$ cat config.mk
export PLATFORM = sky130hd
export DESIGN_NAME = serial_adder
export DESIGN_NICKNAME = d
export VERILOG_FILES = /design/src/rtl/serial_adder.sv
export SDC_FILE = /design/constraint.sdc
export NUM_CORES = 1
export LEC_CHECK = 0
export ABC_CLOCK_PERIOD_IN_PS = 2200
export BUFFER_PORTS_ARGS = -buffer_cell sky130_fd_sc_hd__buf_2
export CAP_MARGIN = 0
export CELL_PAD_IN_SITES_DETAIL_PLACEMENT = 2
export CELL_PAD_IN_SITES_GLOBAL_PLACEMENT = 2
export CORE_UTILIZATION = 38
export CTS_BUF_LIST = sky130_fd_sc_hd__clkbuf_16
export CTS_CLUSTER_SIZE = 14
export DETAILED_ROUTE_END_ITERATION = 7
export GPL_TIMING_DRIVEN = 1
export PLACE_DENSITY = 0.87
export SYNTH_ARGS = -nofsm -noshare
export SYNTH_HDL_FRONTEND = slang
export SYNTH_SLANG_ARGS = --single-unit
$ cat constraint.sdc
create_clock -name clk -period 2.2 [get_ports clk]
set_input_delay 0.44 -clock clk [delete_from_list [all_inputs] [get_ports clk]]
set_output_delay 0.44 -clock clk [all_outputs]
set_load 0.005 [all_outputs]
$ cat src/rtl/serial_adder.sv
`default_nettype none
// ============================================================================
//  Module   : serial_adder
//  Purpose  : Bit-serial ripple adder. Accepts two WIDTH-bit operands and a
//             carry-in through a valid/ready handshake, adds them one bit per
//             clock (LSB first) through a single full-adder cell, and presents
//             the registered sum and carry-out through a second valid/ready
//             handshake.
//  Revision : 1.0 - initial release
// ----------------------------------------------------------------------------
//  Parameters
//    WIDTH      operand width in bits (1..32)
//  Ports
//    clk        clock, all state changes on the rising edge
//    rst_n      asynchronous active-low reset
//    in_valid   operands a, b, cin are valid
//    in_ready   block can accept operands (high only while idle)
//    a, b       addends
//    cin        carry-in
//    out_valid  sum and cout are valid (high only while result is offered)
//    out_ready  consumer accepts the result
//    sum        registered sum, held until the next result is produced
//    cout       registered carry-out, held until the next result is produced
// ============================================================================
module serial_adder #(
  parameter int WIDTH = 8
) (
  input  logic             clk,
  input  logic             rst_n,
  input  logic             in_valid,
  output logic             in_ready,
  input  logic [WIDTH-1:0] a,
  input  logic [WIDTH-1:0] b,
  input  logic             cin,
  output logic             out_valid,
  input  logic             out_ready,
  output logic [WIDTH-1:0] sum,
  output logic             cout
);

  // Counter only ever needs to reach WIDTH-1; a 1-bit counter is kept for
  // WIDTH=1 so the vector is never zero-width.
  localparam int               CNT_W    = (WIDTH > 1) ? $clog2(WIDTH) : 1;
  localparam logic [CNT_W-1:0] CNT_LAST = CNT_W'(WIDTH - 1);
  localparam logic [CNT_W-1:0] CNT_ONE  = CNT_W'(1);

  localparam logic [1:0] ST_IDLE  = 2'd0;
  localparam logic [1:0] ST_SHIFT = 2'd1;
  localparam logic [1:0] ST_DONE  = 2'd2;

  logic [1:0]       state_q,  state_d;
  logic [WIDTH-1:0] a_sr_q,   a_sr_d;
  logic [WIDTH-1:0] b_sr_q,   b_sr_d;
  logic [WIDTH-1:0] sum_sr_q, sum_sr_d;
  logic             carry_q,  carry_d;
  logic [CNT_W-1:0] cnt_q,    cnt_d;
  logic [WIDTH-1:0] sum_q,    sum_d;
  logic             cout_q,   cout_d;

  logic             w_s;
  logic             w_co;
  logic [WIDTH-1:0] w_sum_sr_shifted;

  // Single full-adder cell working on the operand LSBs and the carry flop.
  assign w_s  = a_sr_q[0] ^ b_sr_q[0] ^ carry_q;
  assign w_co = (a_sr_q[0] & b_sr_q[0]) |
                (a_sr_q[0] & carry_q)   |
                (b_sr_q[0] & carry_q);

  // New sum bit enters at the MSB; after WIDTH shifts the first bit computed
  // (the LSB) has arrived at bit 0.
  generate
    if (WIDTH == 1) begin : g_sum_sr_w1
      assign w_sum_sr_shifted = w_s;
    end else begin : g_sum_sr_wn
      assign w_sum_sr_shifted = {w_s, sum_sr_q[WIDTH-1:1]};
    end
  endgenerate

  // The oldest bit of the sum shift register is shifted out and never read;
  // the complete value is captured into sum_q on the final shift edge.
  logic w_unused;
  assign w_unused = ^sum_sr_q;

  always_comb begin
    state_d  = state_q;
    a_sr_d   = a_sr_q;
    b_sr_d   = b_sr_q;
    sum_sr_d = sum_sr_q;
    carry_d  = carry_q;
    cnt_d    = cnt_q;
    sum_d    = sum_q;
    cout_d   = cout_q;

    case (state_q)
      ST_IDLE: begin
        if (in_valid) begin
          a_sr_d  = a;
          b_sr_d  = b;
          carry_d = cin;
          cnt_d   = '0;
          state_d = ST_SHIFT;
        end
      end

      ST_SHIFT: begin
        sum_sr_d = w_sum_sr_shifted;
        a_sr_d   = a_sr_q >> 1;
        b_sr_d   = b_sr_q >> 1;
        carry_d  = w_co;
        if (cnt_q == CNT_LAST) begin
          // Last bit: publish the result. The counter is held here rather
          // than incremented so it never wraps when WIDTH is a power of two.
          sum_d   = w_sum_sr_shifted;
          cout_d  = w_co;
          state_d = ST_DONE;
        end else begin
          cnt_d = cnt_q + CNT_ONE;
        end
      end

      ST_DONE: begin
        if (out_ready) begin
          state_d = ST_IDLE;
        end
      end

      default: begin
        state_d = ST_IDLE;
      end
    endcase
  end

  always_ff @(posedge clk or negedge rst_n) begin
    if (!rst_n) begin
      state_q  <= ST_IDLE;
      a_sr_q   <= '0;
      b_sr_q   <= '0;
      sum_sr_q <= '0;
      carry_q  <= 1'b0;
      cnt_q    <= '0;
      sum_q    <= '0;
      cout_q   <= 1'b0;
    end else begin
      state_q  <= state_d;
      a_sr_q   <= a_sr_d;
      b_sr_q   <= b_sr_d;
      sum_sr_q <= sum_sr_d;
      carry_q  <= carry_d;
      cnt_q    <= cnt_d;
      sum_q    <= sum_d;
      cout_q   <= cout_d;
    end
  end

  // Handshake outputs are decoded from state only.
  assign in_ready  = (state_q == ST_IDLE);
  assign out_valid = (state_q == ST_DONE);
  assign sum       = sum_q;
  assign cout      = cout_q;

endmodule
`default_nettype wire
* Yosys cells after proc, flatten, opt, wreduce, memory -nomap -nowiden
Index checks and enable logic that the tools add are counted.
Widths: inputs -> output; s select.
** Word-level totals
- Register bits :: 39
** Cells by class
- Add/subtract/negate cells :: 1
- Equal/unequal tests :: 7
- Multiplexer cells :: 13
- Bitwise operators :: 7
- Reduce and logical (&&, ||, !) cells :: 6
** Operators by type and width (count)
- $pmux 8 s2 :: 2
- $mux 8 :: 2
- $mux 2 :: 3
- $mux 3 :: 2
- $ne 2x2->1 const B :: 3
- $pmux 2 s3 :: 1
- $pmux 3 s2 :: 1
- $reduce_and 3->1 :: 2
- $reduce_and 2->1 :: 2
- $add 3x1->3 const B :: 1
- $and 1x1->1 :: 3
- $eq 3x3->1 const B :: 1
- $eq 2x1->1 const B :: 1
- $eq 2x2->1 const B :: 1
- $logic_not 2->1 :: 1
- $ne 2x1->1 const B :: 1
- $or 1x1->1 :: 2
- $pmux 1 s2 :: 1
- $reduce_bool 2->1 :: 1
- $xor 1x1->1 :: 2
- $mux 1 :: 1

* Logic depth before layout (Yosys ltp)
- Word-level depth :: 4
- Mapped depth :: 6

* Worst setup path before layout
Ideal clock, no wire load.
- Path kind :: reg-to-reg
- Start point :: reg cnt_q[0]
- End point :: reg cout_q (netlist: cout)
- Setup time :: 125 ps
- Arrival time :: 1366 ps
- Required time :: 2075 ps
- Path slack :: 709 ps
- Stages on the path, launching flop included :: 6
- Period minus slack after synthesis :: 1491 ps
- Cells stage by stage :: dfrtp_1 > ha_1 > ha_1 > buf_2 > nand3_4 > mux2_2
** Between the ends
- Longest elaborated chain between the ends :: 2
** Ends and longest elaborated chain
- start: declaration :: RTL line 56 : logic [CNT_W-1:0] cnt_q, cnt_d;
- start signal: assignment :: RTL line 150 : cnt_q <= cnt_d;
- $eq 3x3->1 :: RTL line 111 : if (cnt_q == CNT_LAST) begin
- $reduce_and 2->1 (no line)
- end signal: assignment :: RTL line 152 : cout_q <= cout_d;
- end: declaration :: RTL line 58 : logic cout_q, cout_d;
No other way between the ends.
A chain may end at the register's enable or synchronous reset.

* Worst setup path in the final report
- Start point :: reg state_q[0]
- End point :: out in_ready
** Between the ends
- Longest elaborated chain between the ends :: 1
** Ends and longest elaborated chain
- start: declaration :: RTL line 51 : logic [1:0] state_q, state_d;
- start signal: assignment :: RTL line 145 : state_q <= state_d;
- $logic_not 2->1 :: RTL line 157 : assign in_ready = (state_q == ST_IDLE);
- end: declaration :: RTL line 31 : output logic in_ready,
No other way between the ends.

==> flow_summary.yaml <==
layout:
  syn_to_final_growth_pct: 17.7
  final_cell_mix: "38 x dfrtp_1, 31 x buf_2, 24 x o22ai_1"
  fin_nets: 192
  fillers: 438
  drive_above_1_share_pct: 35.5
  antenna_cells: 0
  final_common_cell: "dfrtp_1"
  final_cells: 219
clock_tree:
  root_buffer: "clkbuf_16"
  cts_setup_buffers: 0
  clock_latency_ps: 280
  post_cts_resized: 0
  cts_buffer_depth: 2
  cts_tree: "built"
  cts.sinks: 38
  cts_buffers: 5
  htreeDepth: 2
  cts.clk_slew.worst_paths_ps: 50
  hold_buffers: 0
placed_design:
  portBuffers: 31
  dp_hpwl_mm: 3.23
  dp_cells: 211
  gp_congestion: 0.749
  dp_worst_setup_slack_ps: 523
sta:
  setup_viol: 0
  timing.final.hold_violations: 0
  maxSlewViolCount: 0
  fin_crit_sh_pct: 81.4
  worst_pin_slew_ps: 892
  slew_headroom_pct: 40.5
  max_clock_freq_mhz: 558
  period_needed_ps: 1790
  rsz0062_at_grt: "no"
  clock_skew_ps: 5.38
  fin_ws_ps: 409
  finalSetupTns_ps: 0
yosys:
  synthTopCellsByArea: "dfrtp_1 56%, mux2_2 10%, o22ai_1 8.9%, a21oi_1 4.1%, o221a_2 2.0%"
  synth_nets: 163
  synthAdderAreaFrac_pct: 2.66
  yosysTopAreaCell: "dfrtp_1"
  yosysUniqueCellTypes: 26
  syn_area_per_cell_um2: 12.2
  synth_compound_area_share_pct: 19.1
  seq_area_frac_synth_pct: 56.2
  ys_seq_elements: 38
  synth_ff_type: "dfrtp_1"
  synth_cells: 139
  synth_top_family_by_area: "compound AO/OA/AOI/OAI gates"
  synth_top_area_share_pct: 56.2
  ys_warn_count: 0
  synth-xor-area-share_pct: 0
  yosys.area_share.simple_pct: 6.95
  syn_area_um2: 1690
  muxShareOfSynthArea_pct: 10.6
  synth-edff-count: 0
  synthArstFlopShare_pct: 100
worst_setup_path:
  r2r_end: "a_sr_q[6]$_DFFE_PN0P_"
  worstSetupEndpointType: "output pin"
  cp_data_required_time_ps: 1760
  critical_path.cell_chain: "nor2_1 > buf_2"
  critPathKind: "reg -> out"
  critical-path-slowest-cell: "dfrtp_1"
  r2r-start: "state_q[0]$_DFFE_PN0P_"
  critPathMaxStageDelay_ps: 550
  r2r_cells: 4
  cp_max_fo: 11
  worstPathArrival_ps: 1350
  ff2ff_setup_slack_ps: 490
  crit_path_start_kind: "register"
routing:
  drtPass1Iterations: 4
  route.vias.total: 1275
  highest_layer: "met4"
  wirelength_mm: 4.63
  wl_met1_mm: 1.85
  wl_met3_um: 181
  wl_met2_mm: 2.53
  viasPerCell: 5.82
  drc_errors: 0
  ant_nets: 0
  wl_per_cell_um: 21.2
  drt_iter0_markers: 46
status:
  status: "finished, final reports clean"
die:
  pin_count: 32
  fp-row-count: 23
  die_y_um: 68.7
  die_w_um: 68.7
  dieArea_um2: 4730
  core_area_um2: 4140
  start_util_pct: 40.9
pwr:
  p_sw_share_pct: 35.6
  sequentialPowerShare_pct: 43.6
  p_per_area_nw_per_um2: 1530
  intPower_mw: 1.96
  vdd_ir_drop_max_mv: 0.620
  combPwrFrac_pct: 33.9
  switching_power_mw: 1.08
  clock_power_share_pct: 22.4
  leakagePower_nw: 0.878
grt:
  grt_overflow: 0
  grt_pass1_wl_mm: 7.30
  grt_max_degree: 39
  grt.total_usage_pct: 22.3
  antenna_found_initial: 0
  grt_pass1_vias: 1393
min_path:
  hp-class: "in -> async"
job:
  max_cap_violations: 0
[metal layers]
metal | up-vias | track usage, %
met2 | 34 | 41.1
met5 | - | 0
met1 | 655 | 25.1
met4 | 0 | 7.65
li1 | 580 | -
met3 | 6 | 5.26
[critical path, delay by kind of cell, from the launching register on]
family	cells	cell delay, ps
and+or+nand+nor	1	340
buffers and inverters	1	180
DFF	1	550
[synth_stat cells (all sizes together), types with 2 or more instances]
| cell type | instances |
|---|---|
| a21oi | 14 |
| a22oi | 2 |
| buf | 10 |
| dfrtp | 38 |
| ha | 2 |
| inv | 2 |
| mux2 | 16 |
| nand2 | 4 |
| nand2b | 3 |
| nand3b | 3 |
| nor2 | 5 |
| o21ai | 4 |
| o221a | 3 |
| o22ai | 24 |
| o2bb2ai | 3 |
[per-stage QoR]
stage | hold WS (ps) | area [µm²] | power (mW) | util (%)
after global routing | 332 | 1990 | 3.24 | 48.1
after floorplan | 144 | 1690 | 1.97 | -
after CTS | 303 | 1990 | 3.07 | 48.1
after global placement | 476 | 1850 | 2.21 | 44.7
after detailed placement | 479 | 1850 | 2.38 | 44.7
final | 284 | 1990 | 3.04 | 48.1
[layout make-up]
type | count | area, µm² | area share (%)
Clock buffer | 5 | 125 | 6.28
Clock inverter | 3 | 12.5 | 0.628
Multi-Input combinational cell | 89 | 666 | 33.4
Sequential cell | 38 | 951 | 47.7
Inverter | 2 | 12.5 | 0.628
Tap cell | 50 | 62.6 | 3.14
Timing Repair Buffer | 32 | 163 | 8.17
[registers in the layout, summed over array words and instances, names as in the netlist]
name	cells
a_sr_q	8
cout	1
cnt_q	3
carry_q	1
sum	8
sum_sr_q	7
state_q	2
b_sr_q	8
[cell families (layout without fill, tap and decap cells)]
family / Yosys count / after routing
buffers and inverters: 12 / 42
and+or+nand+nor: 19 / 19
muxes: 16 / 16
AOI/OAI and AO/OA: 51 / 51
DFF: 38 / 38
adders and majority gates: 3 / 3
[power groups by stage]
stage	logic (mW)	clock network (mW)	registers (mW)
floorplan	0.754	0	1.22
global placement	0.928	0	1.28
detailed placement	1.04	0	1.34
CTS	1.05	0.692	1.33
global route	1.15	0.717	1.38
finish	1.03	0.682	1.33
[how the worst max path moves through the flow]
stage	startpoint	endpoint	depth (start not counted)
after floorplan	cnt_q[0]$_DFFE_PN0P_	cout$_DFFE_PN0P_	5
after global placement	state_q[1]$_DFFE_PN0P_	a_sr_q[1]$_DFFE_PN0P_	3
after detailed placement	state_q[0]$_DFFE_PN0P_	a_sr_q[6]$_DFFE_PN0P_	4
after global routing	state_q[0]$_DFFE_PN0P_	in_ready	2
after CTS	state_q[0]$_DFFE_PN0P_	in_ready	2
final	state_q[0]$_DFFE_PN0P_	in_ready	2
No activity file was read; power rests on OpenSTA's default activity.
